File: src/rtl/pc_sequencer_pkg.sv
// ---------------------------------------------------------------------------
// pc_sequencer_pkg
// Shared definitions for the fetch-stage sequencer:
//   - seqState_t  : fetch FSM states (IDLE/REQ/RESP/HOLD)
//   - redirSrc_t  : which redirect source won arbitration
//   - ADDR_W_DEF / INST_W_DEF : default address and instruction widths
// No ports (package).
// ---------------------------------------------------------------------------
package pc_sequencer_pkg;

  localparam int ADDR_W_DEF = 32;
  localparam int INST_W_DEF = 32;

  typedef enum logic [1:0] {
    IDLE = 2'd0,
    REQ  = 2'd1,
    RESP = 2'd2,
    HOLD = 2'd3
  } seqState_t;

  typedef enum logic [1:0] {
    SRC_NONE = 2'd0,
    SRC_JMP  = 2'd1,
    SRC_BR   = 2'd2,
    SRC_TRAP = 2'd3
  } redirSrc_t;

endpackage

File: src/rtl/pc_redirect_arb.sv
// ---------------------------------------------------------------------------
// pc_redirect_arb
// Purely combinational priority select between the PC redirect sources.
// Priority: trap > branch > jump (trap only when PC_SEQ_TRAP_EN is defined).
//
// Ports:
//   trap_valid_i/trap_vector_i : trap redirect (PC_SEQ_TRAP_EN only)
//   br_valid_i/br_target_i     : EX-stage branch redirect
//   jmp_valid_i/jmp_target_i   : ID-stage jump redirect
//   valid_o                    : some redirect is requested this cycle
//   target_o                   : target of the winning source (0 if none)
//   is_trap_o                  : winner is the trap (PC_SEQ_TRAP_EN only)
//
// Config macro: PC_SEQ_TRAP_EN
// ---------------------------------------------------------------------------
module pc_redirect_arb
  import pc_sequencer_pkg::*;
#(
  parameter int ADDR_W = ADDR_W_DEF
) (
`ifdef PC_SEQ_TRAP_EN
  input  logic              trap_valid_i,
  input  logic [ADDR_W-1:0] trap_vector_i,
  output logic              is_trap_o,
`endif
  input  logic              br_valid_i,
  input  logic [ADDR_W-1:0] br_target_i,
  input  logic              jmp_valid_i,
  input  logic [ADDR_W-1:0] jmp_target_i,
  output logic              valid_o,
  output logic [ADDR_W-1:0] target_o
);

  redirSrc_t src;

  // Lowest priority first so each later assignment overrides it.
  always_comb begin
    src = SRC_NONE;
    if (jmp_valid_i) src = SRC_JMP;
    if (br_valid_i)  src = SRC_BR;
`ifdef PC_SEQ_TRAP_EN
    if (trap_valid_i) src = SRC_TRAP;
`endif
  end

  always_comb begin
    target_o = '0;
    case (src)
      SRC_BR:   target_o = br_target_i;
      SRC_JMP:  target_o = jmp_target_i;
`ifdef PC_SEQ_TRAP_EN
      SRC_TRAP: target_o = trap_vector_i;
`endif
      default:  target_o = '0;
    endcase
  end

  assign valid_o = (src != SRC_NONE);

`ifdef PC_SEQ_TRAP_EN
  assign is_trap_o = (src == SRC_TRAP);
`endif

endmodule

File: src/rtl/pc_sequencer.sv
// ---------------------------------------------------------------------------
// pc_sequencer
// Fetch-stage controller. Drives the PC register's stall/branch/new-address
// inputs, runs the instruction-memory req/gnt/rvalid handshake, buffers the
// response for IF/ID while the backend stalls, and arbitrates redirects.
// A redirect that arrives while a fetch is outstanding is parked in a
// pending slot and applied in the cycle the (discarded) response returns.
//
// Ports:
//   clk, rst                  : clock, synchronous active-high reset
//   pc_value_i                : current PC register value
//   pc_stall_o                : hold the PC at the next edge
//   pc_branch_true_o          : load pc_new_addr_o at the next edge
//   pc_new_addr_o             : redirect target
//   imem_req_o/imem_addr_o    : fetch request and address (= pc_value_i)
//   imem_gnt_i                : request accepted (same-cycle)
//   imem_rvalid_i/imem_rdata_i: fetch response
//   inst_valid_o/inst_o       : instruction presented to IF/ID
//   pipe_stall_i              : backend cannot accept an instruction
//   br_valid_i/br_target_i    : EX-stage branch redirect
//   jmp_valid_i/jmp_target_i  : ID-stage jump redirect
//   trap_valid_i/trap_vector_i: trap redirect (PC_SEQ_TRAP_EN only)
//   flush_if_o                : one-cycle pulse killing the IF/ID entry
//
// Config macro: PC_SEQ_TRAP_EN adds the trap ports, makes trap the highest
// priority source and protects a pending trap from later br/jmp.
//
// inst_o/inst_valid_o form a registered stage: the instruction accepted in
// a response cycle is presented the following cycle, and stays presented for
// the whole of HOLD.
// ---------------------------------------------------------------------------
module pc_sequencer
  import pc_sequencer_pkg::*;
#(
  parameter int ADDR_W = ADDR_W_DEF,
  parameter int INST_W = INST_W_DEF
) (
  input  logic              clk,
  input  logic              rst,
  input  logic [ADDR_W-1:0] pc_value_i,
  output logic              pc_stall_o,
  output logic              pc_branch_true_o,
  output logic [ADDR_W-1:0] pc_new_addr_o,
  output logic              imem_req_o,
  output logic [ADDR_W-1:0] imem_addr_o,
  input  logic              imem_gnt_i,
  input  logic              imem_rvalid_i,
  input  logic [INST_W-1:0] imem_rdata_i,
  output logic              inst_valid_o,
  output logic [INST_W-1:0] inst_o,
  input  logic              pipe_stall_i,
  input  logic              br_valid_i,
  input  logic [ADDR_W-1:0] br_target_i,
  input  logic              jmp_valid_i,
  input  logic [ADDR_W-1:0] jmp_target_i,
`ifdef PC_SEQ_TRAP_EN
  input  logic              trap_valid_i,
  input  logic [ADDR_W-1:0] trap_vector_i,
`endif
  output logic              flush_if_o
);

  seqState_t         state_q, state_d;
  logic [ADDR_W-1:0] pendAddr_q, pendAddr_d;
  logic              pendV_q, pendV_d;
  logic              discard_q, discard_d;
  logic [INST_W-1:0] instData_q, instData_d;
  logic              instValid_q, instValid_d;

  logic              redirValid;
  logic [ADDR_W-1:0] redirTarget;
  logic              redirTakes;
  logic [ADDR_W-1:0] slotAddr;

`ifdef PC_SEQ_TRAP_EN
  logic              pendTrap_q, pendTrap_d;
  logic              redirTrap;
`endif

  pc_redirect_arb #(
    .ADDR_W (ADDR_W)
  ) u_arb (
`ifdef PC_SEQ_TRAP_EN
    .trap_valid_i  (trap_valid_i),
    .trap_vector_i (trap_vector_i),
    .is_trap_o     (redirTrap),
`endif
    .br_valid_i    (br_valid_i),
    .br_target_i   (br_target_i),
    .jmp_valid_i   (jmp_valid_i),
    .jmp_target_i  (jmp_target_i),
    .valid_o       (redirValid),
    .target_o      (redirTarget)
  );

  // A new redirect may overwrite the pending slot unless the slot holds a
  // trap and the newcomer is not a trap.
`ifdef PC_SEQ_TRAP_EN
  assign redirTakes = redirValid && !(pendV_q && pendTrap_q && !redirTrap);
`else
  assign redirTakes = redirValid;
`endif

  // Target to apply when a discarded response returns: a same-cycle
  // redirect counts as the newest one.
  assign slotAddr = redirTakes ? redirTarget : pendAddr_q;

  assign imem_addr_o = pc_value_i;
  assign inst_o      = instData_q;

  always_comb begin
    state_d          = state_q;
    pendAddr_d       = pendAddr_q;
    pendV_d          = pendV_q;
    discard_d        = discard_q;
    instData_d       = instData_q;
    instValid_d      = 1'b0;
`ifdef PC_SEQ_TRAP_EN
    pendTrap_d       = pendTrap_q;
`endif
    pc_stall_o       = 1'b1;
    pc_branch_true_o = 1'b0;
    pc_new_addr_o    = redirTarget;
    imem_req_o       = 1'b0;
    flush_if_o       = 1'b0;
    inst_valid_o     = instValid_q;

    case (state_q)
      IDLE: begin
        state_d = REQ;
        if (redirValid) begin
          pc_stall_o       = 1'b0;
          pc_branch_true_o = 1'b1;
          flush_if_o       = 1'b1;
        end
      end

      REQ: begin
        imem_req_o = 1'b1;
        if (imem_gnt_i) begin
          // The PC is committed to this fetch; park any redirect.
          state_d = RESP;
          if (redirValid) begin
            pendAddr_d = redirTarget;
            pendV_d    = 1'b1;
            discard_d  = 1'b1;
`ifdef PC_SEQ_TRAP_EN
            pendTrap_d = redirTrap;
`endif
          end
        end else if (redirValid) begin
          pc_stall_o       = 1'b0;
          pc_branch_true_o = 1'b1;
          flush_if_o       = 1'b1;
        end
      end

      RESP: begin
        if (redirTakes) begin
          pendAddr_d = redirTarget;
          pendV_d    = 1'b1;
          discard_d  = 1'b1;
`ifdef PC_SEQ_TRAP_EN
          pendTrap_d = redirTrap;
`endif
        end
        if (imem_rvalid_i) begin
          state_d = REQ;
          if (discard_q || redirValid) begin
            // Response belongs to the wrong path: drop it and redirect.
            pc_stall_o       = 1'b0;
            pc_branch_true_o = 1'b1;
            pc_new_addr_o    = slotAddr;
            flush_if_o       = 1'b1;
            pendV_d          = 1'b0;
            discard_d        = 1'b0;
`ifdef PC_SEQ_TRAP_EN
            pendTrap_d       = 1'b0;
`endif
          end else if (pipe_stall_i) begin
            state_d     = HOLD;
            instData_d  = imem_rdata_i;
            instValid_d = 1'b1;
          end else begin
            pc_stall_o  = 1'b0;
            instData_d  = imem_rdata_i;
            instValid_d = 1'b1;
          end
        end
      end

      HOLD: begin
        if (redirValid) begin
          // Redirect beats the stall; the buffered instruction is dropped.
          state_d          = REQ;
          pc_stall_o       = 1'b0;
          pc_branch_true_o = 1'b1;
          flush_if_o       = 1'b1;
          inst_valid_o     = 1'b0;
        end else if (!pipe_stall_i) begin
          state_d    = REQ;
          pc_stall_o = 1'b0;
        end else begin
          instValid_d = 1'b1;
        end
      end

      default: state_d = IDLE;
    endcase
  end

  always_ff @(posedge clk) begin
    if (rst) begin
      state_q     <= IDLE;
      pendAddr_q  <= '0;
      pendV_q     <= 1'b0;
      discard_q   <= 1'b0;
      instData_q  <= '0;
      instValid_q <= 1'b0;
    end else begin
      state_q     <= state_d;
      pendAddr_q  <= pendAddr_d;
      pendV_q     <= pendV_d;
      discard_q   <= discard_d;
      instData_q  <= instData_d;
      instValid_q <= instValid_d;
    end
  end

`ifdef PC_SEQ_TRAP_EN
  always_ff @(posedge clk) begin
    if (rst) begin
      pendTrap_q <= 1'b0;
    end else begin
      pendTrap_q <= pendTrap_d;
    end
  end
`endif

endmodule

File: config.mk
export PLATFORM = sky130hd
export DESIGN_NAME = pc_sequencer
export DESIGN_NICKNAME = d
export VERILOG_FILES = /design/src/rtl/pc_sequencer_pkg.sv /design/src/rtl/pc_redirect_arb.sv /design/src/rtl/pc_sequencer.sv
export SDC_FILE = /design/constraint.sdc
export NUM_CORES = 1
export LEC_CHECK = 0
export ABC_AREA = 1
export ABC_CLOCK_PERIOD_IN_PS = 1700
export BUFFER_PORTS_ARGS = -buffer_cell sky130_fd_sc_hd__buf_2
export CORE_MARGIN = 2
export CORE_UTILIZATION = 43
export DETAILED_ROUTE_END_ITERATION = 12
export GPL_TIMING_DRIVEN = 0
export PLACE_DENSITY = 0.79
export SLEW_MARGIN = 5
export SYNTH_ARGS = -nofsm -noshare
export SYNTH_HDL_FRONTEND = slang
export SYNTH_SLANG_ARGS = --single-unit
File: constraint.sdc
create_clock -name clk -period 1.7 [get_ports clk]
set_input_delay 0.17 -clock clk [delete_from_list [all_inputs] [get_ports clk]]
set_output_delay 0.17 -clock clk [all_outputs]
set_load 0.01 [all_outputs]
Yosys cells after proc, flatten, opt, wreduce, memory -nomap -nowiden:

Index checks and enable logic that the tools add are counted.
W data, S select, Z words.

* output and inout bits: 101
* register bits: 68
* logic and storage cells: 61
* input bits: 135

* reductions and logical operators: 8
* bitwise logic cells: 1
* eq/ne operators: 8
* mux-type cells: 39

Operators by type and width (count)
* $mux W32: 5
* $pmux W32 S2: 2
* $mux W1: 20
* $mux W2: 7
* $pmux W2 S4: 1
* $eq A2 B2 Y1 const B: 3
* $reduce_and A3 Y1: 2
* $eq A2 B1 Y1 const B: 2
* $ne A2 B2 Y1 const B: 2
* $pmux W1 S2: 2
* $pmux W1 S4: 1
* $reduce_bool A2 Y1: 2
* $ne A3 B3 Y1 const B: 1
* $pmux W1 S3: 1
* $logic_not A2 Y1: 1
* $reduce_and A2 Y1: 1
* $reduce_or A2 Y1: 1
* $logic_or A1 B1 Y1: 1
* $not A1 Y1: 1

Longest topological paths before layout:

Gate-level depths: netlist of the first run.

* depth in word-level cells: 8
* depth in mapped cells: 9
* depth with buffers taken out: 9

By module:

A second synthesis of the first run with hierarchy kept.

* cells, all modules: 651
* area, all modules: 4498.1 um^2

Modules (own cells, without submodules)
* pc_sequencer: seq. area each 1361.3 um^2, area each 3787.4 um^2, cells an instance 542, instances 1
* pc_redirect_arb: seq. area each 0.0 um^2, area each 710.7 um^2, cells an instance 109, instances 1

Worst setup path after synthesis of the first run:

No wires, ideal clock.

* kind: register -> output
* start: register state_q[0]
* end: output port pc_branch_true_o
* data required time: 1.530 ns
* stages on the path, launching flop included: 9
* arrival time: 1.507 ns
* setup slack: 0.023 ns
* buffers on the path: 2
* path through: dfxtp_1 > inv_1 > ha_1 > nand2_1 > inv_2 > nand2_2 > buf_2 > a21oi_1 > buf_4

* word-level cells in the longest chain between the ends: 3
* elaborated cells between the ends (all ways): 6
* classes of those cells: 3 x eq/ne; 1 x mux; 2 x reduce/logical

RTL lines
* start: declaration: RTL line pc_sequencer.sv:63 `seqState_t state_q, state_d;`
* start signal: assignment: RTL line pc_sequencer.sv:221 `state_q <= state_d;`
* $eq A2 B2 Y1 / $logic_not A2 Y1 (equally long branches)
* $reduce_or A2 Y1 (no source line)
* $pmux W1 S3 *
* end: declaration: RTL line pc_sequencer.sv:42 `output logic pc_branch_true_o,`

Mark *: on every way between the ends. The rest lies on a longest branch, timed or not.

Worst setup path in the final report of the first run:

* start: register state_q[0]
* end: output port pc_new_addr_o[26]

* word-level cells in the longest chain between the ends: 2

RTL lines
* $eq A2 B2 Y1: RTL line pc_sequencer.sv:128 `case (state_q)`
* $mux W32: RTL line pc_sequencer.sv:128
* end: declaration: RTL line pc_sequencer.sv:43 `output logic [ADDR_W-1:0] pc_new_addr_o,`

Every way passes these cells.

==> summary.txt, run 1 <==
Finish
  • Area of the multi-input gates: 1980 um^2
  • Fin area: 5380 um^2
  • Register area: 1370 um^2
  • Nets: 910
  • Finished Layout Cells: 883
  • Filler cells: 789
  • Layout cells sized above 1: 40.4%
  • Ant. Diodes: 0
  • Area growth, synth to finish: 43.3%

Logic synthesis
  • Yosys top cell by area: dfxtp_1
  • Synth unique cells: 22
  • Sequential area share after synthesis: 36.3%
  • Post-synth EDFFs: 0
  • Post-synth top area share: 36.3%
  • Cell area after synthesis: 3750 um^2
  • Syn avg cell area: 6.83 um^2
  • Syn Nets: 689
  • Async set-reset flop share out of synthesis: 0%
  • Synth warn: 0
  • Commonest cells post-synth: nand2_1, nor2_1, dfxtp_1
  • Main flop type after synthesis: dfxtp_1
  • Count leader, synth: nand2_1
  • Post-Synthesis Cells: 549
  • Main area contributors after synthesis: dfxtp_1, nand2_1, nand3_1, buf_4, nor2_1
  • Synth Register Bits: 68

Place
  • RD Place Congestion: 0.771
  • IO Port Bufs: 201
  • Post-DP Area: 4890 um^2
  • DP HPWL: 8400 um
  • Placed cell count: 858

Critical path
  • Worst R2R Path Depth: 10
  • Setup CP Type: flop to output pin
  • Startpoint Class: flop
  • CP Capture Point: pc_new_addr_o[26]
  • FF-to-FF setup slack: 0.12 ns
  • Crit-path max FO: 7
  • Crit path capture type: output pin
  • WP data required: 1.53 ns
  • CP startpoint: state_q[0]$_SDFFE_PP0P_
  • CP Data Arrival Time: 1.67 ns
  • RR Endpoint: inst_o[24]$_SDFFE_PP0P_
  • Critical R2R Launch: state_q[0]$_SDFFE_PP0P_

Clock tree
  • Clock Sinks: 68
  • Clk_lat worst skew: 0.34 ns
  • Clk Tree Root Cell: clkbuf_8
  • Hold Buf Count CTS: 0
  • Reg clk slew, reported paths: 0.07 ns
  • CTS Buf Count: 9
  • CTS tree: done
  • Max H-tree Level: 3
  • Clock Tree Buf Depth: 2

Route
  • Routed len/inst: 12.5 um
  • # DRC: 0
  • Total number of vias: 4365
  • DRT antenna net count: 0
  • Vias/cell: 4.94
  • Initial DRC Count: 98
  • DRT Pass-1 Iters: 4
  • DRT Wirelength: 11000 um

STA
  • Fin crit share: 108%
  • Setup skew after layout: 0.00573 ns
  • RSZ-0062 raised after global routing: yes
  • Relative slew slack: 69.0%
  • Fin. max-slew vios: 0
  • Fmax: 543 MHz
  • Worst-Margin Slew: 0.465 ns
  • TNS Setup: -2.41 ns
  • Fin worst setup slack: -0.140 ns
  • Endpoints failing setup: 34
  • Hold violation count in the final report: 0
  • Period minus WS final: 1.84 ns

Power
  • Max IR drop VDD: 0.612 mV
  • Power Total: 5.40 mW
  • PwrDens: 1000 nW/um^2
  • Leakage power: 2.66 nW

Die
  • Die width: 97.4 um
  • Die Span Y: 97.4 um
  • Core area: 8590 um^2
  • Starting Density: 43.7%
  • Die area: 9490 um^2
  • FP Rows: 34
  • I/O pins: 236

Run
  • Max cap viols: 0

Global routing
  • Maximum number of pins on one net before global-route repair: 13
  • GRT Overall Usage: 22.9%
  • First-pass GRT wire length: 18300 um
  • Antenna violations before repair: 0
  • GR Overflow Total: 0
  • Vias in the first global route: 4233

Status
  • Outcome: finished, violations left
  • Failing checks: negative setup slack

Hold path
  • Hold crit path type: primary input to flop
[cells in the final DEF (no fill, tap or decap), types with 2 or more instances in the layout]
cell       count
nand2_1      138
o21ai_1        6
a21oi_1       35
clkbuf_8      10
a21oi_4        2
o211ai_1      33
clkbuf_2       3
buf_6         11
nor2_1        71
o21ai_0       26
ha_4           3
nand3_1       65
nand2_4        4
nor2_4         2
nor2_2         2
inv_4          2
buf_2        208
bufinv_16      3
clkbuf_1      11
inv_1          9
inv_2          6
buf_4         42
clkbuf_4       3
dfxtp_1       66
inv_6          2
[logic make-up (layout without fill, tap and decap cells)]
logic type	after synthesis	in the layout	synth area share (%)
adders and majority gates	5	5	1.67
DFF	68	68	36.3
AOI/OAI and AO/OA	104	104	16.1
and+or+nand+nor	286	286	32.2
buffers and inverters	86	312	13.7
[critical path, stage by stage, from the launching register on]
cell,delay [ns]
dfxtp_4,0.36
inv_6,0.07
ha_4,0.15
nand2_4,0.06
inv_4,0.07
nand2_8,0.08
buf_6,0.14
o211ai_1,0.21
buf_2,0.18
[sequential cells by signal (all words and copies together), names as in the netlist]
| name | count |
|---|---|
| inst_o | 32 |
| pendAddr_q | 32 |
| state_q | 2 |
| discard_q | 1 |
| instValid_q | 1 |
[layer usage]
layer  global-route usage [%]  share of wire, %
met5                        0                 0
met4                     8.97               1.9
met3                     5.25               7.9
met2                     42.8                51
met1                     24.8                40
[what timing repair did]
item	CTS	global route
resized for setup	32	18
pin swaps	8	7
cloned	1	0
setup endpoints to repair	41	65
buffers inserted	6	2
[stage by stage]
stage	hold slack [ns]	util (%)	worst slack [ns]
global route	0.0877	62.6	-0.210
floorplan	0.334	-	0.0229
global placement	0.441	56.9	-0.229
CTS	0.0703	62.0	-0.120
finish	0.0851	62.6	-0.140
detailed placement	0.448	56.9	-0.260
[layout make-up]
class                           count  share of cell area (%)
Clock inverter                      5                    2.00
Clock buffer                       11                    2.63
Multi-Input combinational cell    395                    36.8
Buffer                             68                    8.91
Inverter                           18                    1.44
Timing Repair Buffer              210                    20.3
Sequential cell                    68                    25.4
Tap cell                          108                    2.51
[where the power goes]
group | total, mW | switching (mW) | internal (mW)
Clock | 1.65 | 0.626 | 1.02
Combinational | 1.76 | 0.992 | 0.772
Sequential | 1.98 | 0.127 | 1.86
Total | 5.40 | 1.74 | 3.65
[worst min-delay path by stage]
stage | startpoint | to | slack [ns] | cells after the start
3_3_place_gp | imem_rdata_i[18] | inst_o[18]$_SDFFE_PP0P_ | 0.44 | 3
3_5_place_dp | imem_rdata_i[0] | inst_o[0]$_SDFFE_PP0P_ | 0.45 | 3
2_1_floorplan | imem_rdata_i[0] | inst_o[0]$_SDFFE_PP0P_ | 0.33 | 2
4_1_cts | imem_rdata_i[4] | inst_o[4]$_SDFFE_PP0P_ | 0.07 | 3
6_report | imem_rdata_i[2] | inst_o[2]$_SDFFE_PP0P_ | 0.09 | 3
5_1_grt | imem_rdata_i[15] | inst_o[15]$_SDFFE_PP0P_ | 0.09 | 3
Note: power is estimated with default switching activity, not from simulation.
==> run 2, diff against run 1 <==
--- a/config.mk
+++ b/config.mk
@@ -6,13 +6,13 @@
 export NUM_CORES = 1
 export LEC_CHECK = 0
 export ABC_AREA = 1
-export ABC_CLOCK_PERIOD_IN_PS = 1700
+export ABC_CLOCK_PERIOD_IN_PS = 2130
 export BUFFER_PORTS_ARGS = -buffer_cell sky130_fd_sc_hd__buf_2
 export CORE_MARGIN = 2
-export CORE_UTILIZATION = 43
+export CORE_UTILIZATION = 45
 export DETAILED_ROUTE_END_ITERATION = 12
 export GPL_TIMING_DRIVEN = 0
-export PLACE_DENSITY = 0.79
+export PLACE_DENSITY = 0.82
 export SLEW_MARGIN = 5
 export SYNTH_ARGS = -nofsm -noshare
 export SYNTH_HDL_FRONTEND = slang
==> constraint.sdc (replaced) <==
create_clock -name clk -period 2.13 [get_ports clk]
set_input_delay 0.213 -clock clk [delete_from_list [all_inputs] [get_ports clk]]
set_output_delay 0.213 -clock clk [all_outputs]
set_load 0.01 [all_outputs]
==> run 2 against run 1 <==
The flow now finishes without violations. Critical path depth is 1 higher. Largest cell class unchanged. Worst setup slack better by 0.29 ns. Largest power group unchanged. Cell area decreased by 5.4%. Flip-flop and latch count unchanged. Combinational power is 30% lower. Clock skew is 0.0030 ns higher. First-iteration DRC count increased by 45%. Die area is 4.3% lower. Critical endpoint is now pc_branch_true_o. Wire length shrank 1.4%.
==> summary.txt, run 2 (synthesized netlist as in run 1, its figures left out) <==
Die
  • Die Span Y: 95.3 um (was 97.4 um)
  • Core area: 8130 um^2 (was 8590 um^2)
  • I/O pins: 236 (unchanged)
  • Die width: 95.3 um (was 97.4 um)
  • Starting Density: 46.1% (was 43.7%)
  • FP Rows: 33 (was 34)
  • Die area: 9080 um^2 (was 9490 um^2)

Critical path
  • Crit-path max FO: 10 (was 7)
  • Worst R2R Path Depth: 8 (was 10)
  • FF-to-FF setup slack: 0.41 ns (was 0.12 ns)
  • Setup CP Type: flop to output pin (unchanged)
  • Crit path capture type: output pin (unchanged)
  • Critical R2R Launch: state_q[1]$_SDFFE_PP0P_ (was state_q[0]$_SDFFE_PP0P_)
  • RR Endpoint: pendAddr_q[23]$_SDFFE_PP0P_ (was inst_o[24]$_SDFFE_PP0P_)
  • Startpoint Class: flop (unchanged)
  • WP data required: 1.92 ns (was 1.53 ns)
  • CP Data Arrival Time: 1.77 ns (was 1.67 ns)

Place
  • Placed cell count: 855 (was 858)
  • RD Place Congestion: 0.820 (was 0.771)
  • DP HPWL: 8550 um (was 8400 um)
  • IO Port Bufs: 201 (unchanged)

Route
  • DRT Wirelength: 10900 um (was 11000 um)
  • Routed len/inst: 12.5 um (about the same)
  • DRT antenna net count: 0 (unchanged)
  • Total number of vias: 4333 (was 4365)
  • Vias/cell: 4.97 (was 4.94)
  • DRT Pass-1 Iters: 4 (unchanged)
  • Initial DRC Count: 142 (was 98)
  • # DRC: 0 (unchanged)

STA
  • Worst-Margin Slew: 0.500 ns (was 0.465 ns)
  • Endpoints failing setup: 0 (was 34)
  • Fin crit share: 93.1%
  • Setup skew after layout: 0.00872 ns (was 0.00573 ns)
  • Hold violation count in the final report: 0 (unchanged)
  • Hold slack: 0.136 ns (was 0.0851 ns)
  • Fmax: 504 MHz
  • Fin. max-slew vios: 0 (unchanged)
  • RSZ-0062 raised after global routing: no (was yes)
  • Period minus WS final: 1.98 ns
  • Relative slew slack: 66.7% (was 69.0%)
  • TNS Setup: 0 ns (was -2.41 ns)

Run
  • Max cap viols: 0 (unchanged)

Finish
  • Most common cell after layout, fill and taps aside: buf_2 (unchanged)
  • Filler cells: 779 (was 789)
  • Finished Layout Cells: 872 (was 883)
  • Register area: 1360 um^2 (was 1370 um^2)
  • Area of the multi-input gates: 1890 um^2 (was 1980 um^2)
  • Layout cells sized above 1: 37.5% (was 40.4%)
  • Nets: 902 (was 910)
  • Most frequent cells in the layout: buf_2, nand2_1, nor2_1 (unchanged)
  • Area growth, synth to finish: 35.6% (was 43.3%)
  • Ant. Diodes: 0 (unchanged)

Clock tree
  • Clk Tree Root Cell: clkbuf_8 (unchanged)
  • CTS Buf Count: 9 (unchanged)
  • Clock Sinks: 68 (unchanged)
  • Reg clk slew, reported paths: 0.08 ns (was 0.07 ns)
  • CTS tree: done (unchanged)
  • Clock Tree Buf Depth: 2 (unchanged)
  • Hold Buf Count CTS: 0 (unchanged)
  • Clk_lat worst skew: 0.33 ns (was 0.34 ns)
  • Max H-tree Level: 3 (unchanged)

Global routing
  • Maximum number of pins on one net before global-route repair: 13 (unchanged)
  • First-pass GRT wire length: 16300 um (was 18300 um)
  • GR Overflow Total: 0 (unchanged)
  • GRT Overall Usage: 22.5% (was 22.9%)
  • Antenna violations before repair: 0 (unchanged)
  • Vias in the first global route: 3818 (was 4233)

Status
  • Outcome: completed (was finished, violations left)

Power
  • Power Total: 3.72 mW (was 5.40 mW)
  • PwrDens: 731 nW/um^2 (was 1000 nW/um^2)
  • Max IR drop VDD: 0.557 mV (was 0.612 mV)
  • Leakage power: 2.54 nW (was 2.66 nW)

Hold path
  • Hold endpoint: inst_o[9]$_SDFFE_PP0P_ (was inst_o[2]$_SDFFE_PP0P_)
  • Hold path depth: 3 (unchanged)
  • Min-delay src: imem_rdata_i[9] (was imem_rdata_i[2])
  • Hold crit path type: primary input to flop (unchanged)
run 2: cell types whose count changed in the layout (fill, tap and decap cells not counted), sizes merged:
| cell | before | now |
|---|---|---|
| buf | 262 | 257 |
| clkinv | 1 | 5 |
| clkbuf | 27 | 22 |
| inv | 19 | 18 |
| clkinvlp | 0 | 2 |
| bufinv | 3 | 0 |
run 2: cell type report:
| type | count | area share, % |
|---|---|---|
| Buffer | 68 | 8.98 |
| Clock buffer | 9 | 2.43 |
| Clock inverter | 7 | 0.861 |
| Inverter | 18 | 1.38 |
| Multi-Input combinational cell | 395 | 37.1 |
| Sequential cell | 68 | 26.8 |
| Tap cell | 105 | 2.58 |
| Timing Repair Buffer | 202 | 19.9 |
run 2: worst max path at each step:
| stage | end | start | slack [ns] |
|---|---|---|---|
| finish | pc_branch_true_o | state_q[0]$_SDFFE_PP0P_ | 0.15 |
| CTS | pc_branch_true_o | state_q[0]$_SDFFE_PP0P_ | 0.03 |
| floorplan | pc_branch_true_o | state_q[0]$_SDFFE_PP0P_ | 0.41 |
| global placement | pc_branch_true_o | state_q[0]$_SDFFE_PP0P_ | 0.23 |
| detailed placement | pc_branch_true_o | state_q[0]$_SDFFE_PP0P_ | 0.19 |
| global route | pc_branch_true_o | state_q[0]$_SDFFE_PP0P_ | 0.02 |
run 2: power breakdown:
group | total, mW | switching, mW | internal, mW
combinational | 1.23 | 0.720 | 0.512
clock | 0.910 | 0.495 | 0.415
sequential | 1.58 | 0.0993 | 1.48
total | 3.72 | 1.31 | 2.41
run 2: what timing repair did:
item | 4_1_cts | 5_1_grt
setup buffers | 1 | 0
endpoints found under the setup margin | 31 | 31
resized for setup | 3 | 7
run 2: metrics by stage:
stage | setup WS (ns) | util [%] | instance area (um^2)
6_report | 0.148 | 62.5 | 5090
5_1_grt | 0.0200 | 62.5 | 5090
4_1_cts | 0.0294 | 62.4 | 5070
3_5_place_dp | 0.186 | 60.1 | 4890
3_3_place_gp | 0.232 | 60.1 | 4890
2_1_floorplan | 0.410 | - | 3750
run 2: worst max-delay path: stages, from the launching register on:
cell and delay, ns:
dfxtp_1 0.35, inv_2 0.09, ha_2 0.21, nand2_1 0.09, inv_2 0.08, nand2_4 0.08
buf_6 0.15, a21oi_2 0.15, buf_4 0.12, buf_2 0.11
run 2: metal layers:
layer	GRT usage, %	share of wire [%]
met2	41.3	51
met1	25.5	39
met4	7.97	1.9
met5	0	0
met3	4.82	7.5
==> run 3, diff against run 2 <==
--- a/config.mk
+++ b/config.mk
@@ -6,13 +6,13 @@
 export NUM_CORES = 1
 export LEC_CHECK = 0
 export ABC_AREA = 1
-export ABC_CLOCK_PERIOD_IN_PS = 2130
+export ABC_CLOCK_PERIOD_IN_PS = 2300
 export BUFFER_PORTS_ARGS = -buffer_cell sky130_fd_sc_hd__buf_2
 export CORE_MARGIN = 2
-export CORE_UTILIZATION = 45
+export CORE_UTILIZATION = 47
 export DETAILED_ROUTE_END_ITERATION = 12
 export GPL_TIMING_DRIVEN = 0
-export PLACE_DENSITY = 0.82
+export PLACE_DENSITY = 0.85
 export SLEW_MARGIN = 5
 export SYNTH_ARGS = -nofsm -noshare
 export SYNTH_HDL_FRONTEND = slang
==> constraint.sdc (replaced) <==
create_clock -name clk -period 2.3 [get_ports clk]
set_input_delay 0.23 -clock clk [delete_from_list [all_inputs] [get_ports clk]]
set_output_delay 0.23 -clock clk [all_outputs]
set_load 0.01 [all_outputs]
==> run 3 against run 2 <==
Via count up 1.3%. Wire length up 4.3%. Flip-flop and latch count unchanged. Core utilization up 4.4 points. Non-clock buffer count up 1. Die area down 4.1%. Worst hold slack better by 0.014 ns. Sequential power down 7%. Final cell count down 0.23%. Critical path depth unchanged. Critical path type unchanged. Total power up 5.0%. Clock skew up 0.0054 ns.
==> summary.txt, run 3 (synthesized netlist as in run 1, its figures left out) <==
Clock tree
  • Reg clk slew, reported paths: 0.08 ns (about the same)
  • Clk Tree Root Cell: clkbuf_8 (unchanged)
  • Max H-tree Level: 3 (unchanged)
  • CTS tree: done (unchanged)
  • Clock Tree Buf Depth: 2 (unchanged)
  • Clock Sinks: 68 (unchanged)
  • CTS Buf Count: 9 (unchanged)
  • Clk_lat worst skew: 0.34 ns (was 0.33 ns)

Global routing
  • Maximum number of pins on one net before global-route repair: 13 (unchanged)
  • GR Overflow Total: 0 (unchanged)
  • Vias in the first global route: 4024 (was 3818)
  • GRT Overall Usage: 25.0% (was 22.5%)
  • First-pass GRT wire length: 17700 um (was 16300 um)
  • Antenna violations before repair: 0 (unchanged)

Finish
  • Ant. Diodes: 0 (unchanged)
  • Most frequent cells in the layout: buf_2, nand2_1, nor2_1 (unchanged)
  • Layout cells sized above 1: 37.4% (was 37.5%)
  • Area growth, synth to finish: 37.9% (was 35.6%)
  • Register area: 1360 um^2 (unchanged)
  • Fin util: 67.0% (was 62.5%)
  • Fin area: 5180 um^2 (was 5090 um^2)
  • Area of the multi-input gates: 1880 um^2 (was 1890 um^2)
  • Filler cells: 705 (was 779)
  • Most common cell after layout, fill and taps aside: buf_2 (unchanged)
  • Nets: 903 (was 902)

Power
  • Leakage power: 2.58 nW (was 2.54 nW)
  • PwrDens: 755 nW/um^2 (was 731 nW/um^2)
  • Power Total: 3.91 mW (was 3.72 mW)
  • Max IR drop VDD: 0.446 mV (was 0.557 mV)

Die
  • Die Span Y: 93.4 um (was 95.3 um)
  • Die width: 93.4 um (was 95.3 um)
  • Starting Density: 48.6% (was 46.1%)
  • FP Rows: 32 (was 33)
  • Die area: 8710 um^2 (was 9080 um^2)
  • Core area: 7730 um^2 (was 8130 um^2)
  • I/O pins: 236 (unchanged)

Critical path
  • CP Data Arrival Time: 1.92 ns (was 1.77 ns)
  • Setup CP Type: flop to output pin (unchanged)
  • Crit-path max FO: 10 (unchanged)
  • WP data required: 2.07 ns (was 1.92 ns)
  • Startpoint Class: flop (unchanged)
  • Crit path capture type: output pin (unchanged)

Place
  • RD Place Congestion: 0.833 (was 0.820)
  • IO Port Bufs: 201 (unchanged)
  • DP HPWL: 8680 um (was 8550 um)
  • Post-DP Area: 4890 um^2 (about the same)
  • DP Worst Slack: 0.341 ns (was 0.186 ns)

Route
  • Routed len/inst: 13.0 um (was 12.5 um)
  • DRT antenna net count: 0 (unchanged)
  • Initial DRC Count: 208 (was 142)
  • DRT Pass-1 Iters: 5 (was 4)
  • Vias/cell: 5.04 (was 4.97)
  • # DRC: 0 (unchanged)
  • Total number of vias: 4389 (was 4333)
  • DRT Wirelength: 11300 um (was 10900 um)

STA
  • Fin crit share: 93.6%
  • Relative slew slack: 68.2% (was 66.7%)
  • Period minus WS final: 2.15 ns
  • Endpoints failing setup: 0 (unchanged)
  • RSZ-0062 raised after global routing: no (unchanged)
  • TNS Setup: 0 ns (unchanged)
  • Fmax: 464 MHz
  • Worst-Margin Slew: 0.477 ns (was 0.500 ns)
  • Setup skew after layout: 0.0141 ns (was 0.00872 ns)
  • Fin. max-slew vios: 0 (unchanged)
  • Hold violation count in the final report: 0 (unchanged)
  • Fin worst setup slack: 0.147 ns (was 0.148 ns)

Status
  • Outcome: completed (unchanged)

Run
  • Max cap viols: 0 (unchanged)

Hold path
  • Hold crit path type: primary input to flop (unchanged)
[run 3: cell count changes in the layout (fill, tap and decap cells not counted), sizes merged]
| cell | delta |
|---|---|
| bufinv | +4 |
| clkinv | -4 |
| buf | +1 |
| clkbuf | +1 |
| clkinvlp | -1 |
[run 3: cell type report]
| cell class | instances | share of cell area, % |
|---|---|---|
| Buffer | 68 | 8.65 |
| Clock buffer | 10 | 2.47 |
| Clock inverter | 6 | 2.63 |
| Inverter | 18 | 1.40 |
| Multi-Input combinational cell | 395 | 36.4 |
| Sequential cell | 68 | 26.3 |
| Tap cell | 102 | 2.47 |
| Timing Repair Buffer | 203 | 19.7 |
[run 3: power breakdown]
part           internal [mW]  switching (mW)
clock network          0.832           0.459
registers               1.37          0.0975
logic                  0.472           0.676
[run 3: worst max-delay path, cell delays in order (launching register included)]
cell,delay (ns)
dfxtp_1,0.35
inv_1,0.12
ha_2,0.22
nand2_1,0.11
inv_4,0.08
nand2_2,0.10
buf_4,0.20
a21oi_2,0.17
buf_4,0.12
buf_2,0.11
[run 3: final timing paths]
kind | start | endpoint | slack [ns] | cells past startpoint
max | state_q[0]$_SDFFE_PP0P_ | pc_branch_true_o | 0.15 | 9
min | imem_rdata_i[11] | inst_o[11]$_SDFFE_PP0P_ | 0.15 | 3
min reg2reg | inst_o[21]$_SDFFE_PP0P_ | inst_o[21]$_SDFFE_PP0P_ | 0.46 | 2
max reg2reg | state_q[1]$_SDFFE_PP0P_ | pendAddr_q[16]$_SDFFE_PP0P_ | 0.54 | 8
[run 3: metal layers]
| layer | share of wire [%] | wire length, um | track usage, % |
|---|---|---|---|
| met3 | 7.1 | 802 | 5.08 |
| met4 | 1.3 | 146 | 9.19 |
| met2 | 52 | 5930 | 45.5 |
| met5 | 0 | 0 | 0 |
| met1 | 39 | 4460 | 28.7 |
[run 3: metrics by stage]
step                hold slack [ns]  instances
finish                        0.150        870
global route                  0.144        870
CTS                           0.138        868
detailed placement            0.451        852
global placement              0.444        852
floorplan                     0.394        549
[run 3: what timing repair did]
item	4_1_cts	5_1_grt
setup endpoints to repair	1	25
resized for setup	2	2
buffers inserted	0	2
hold buffers	0	0
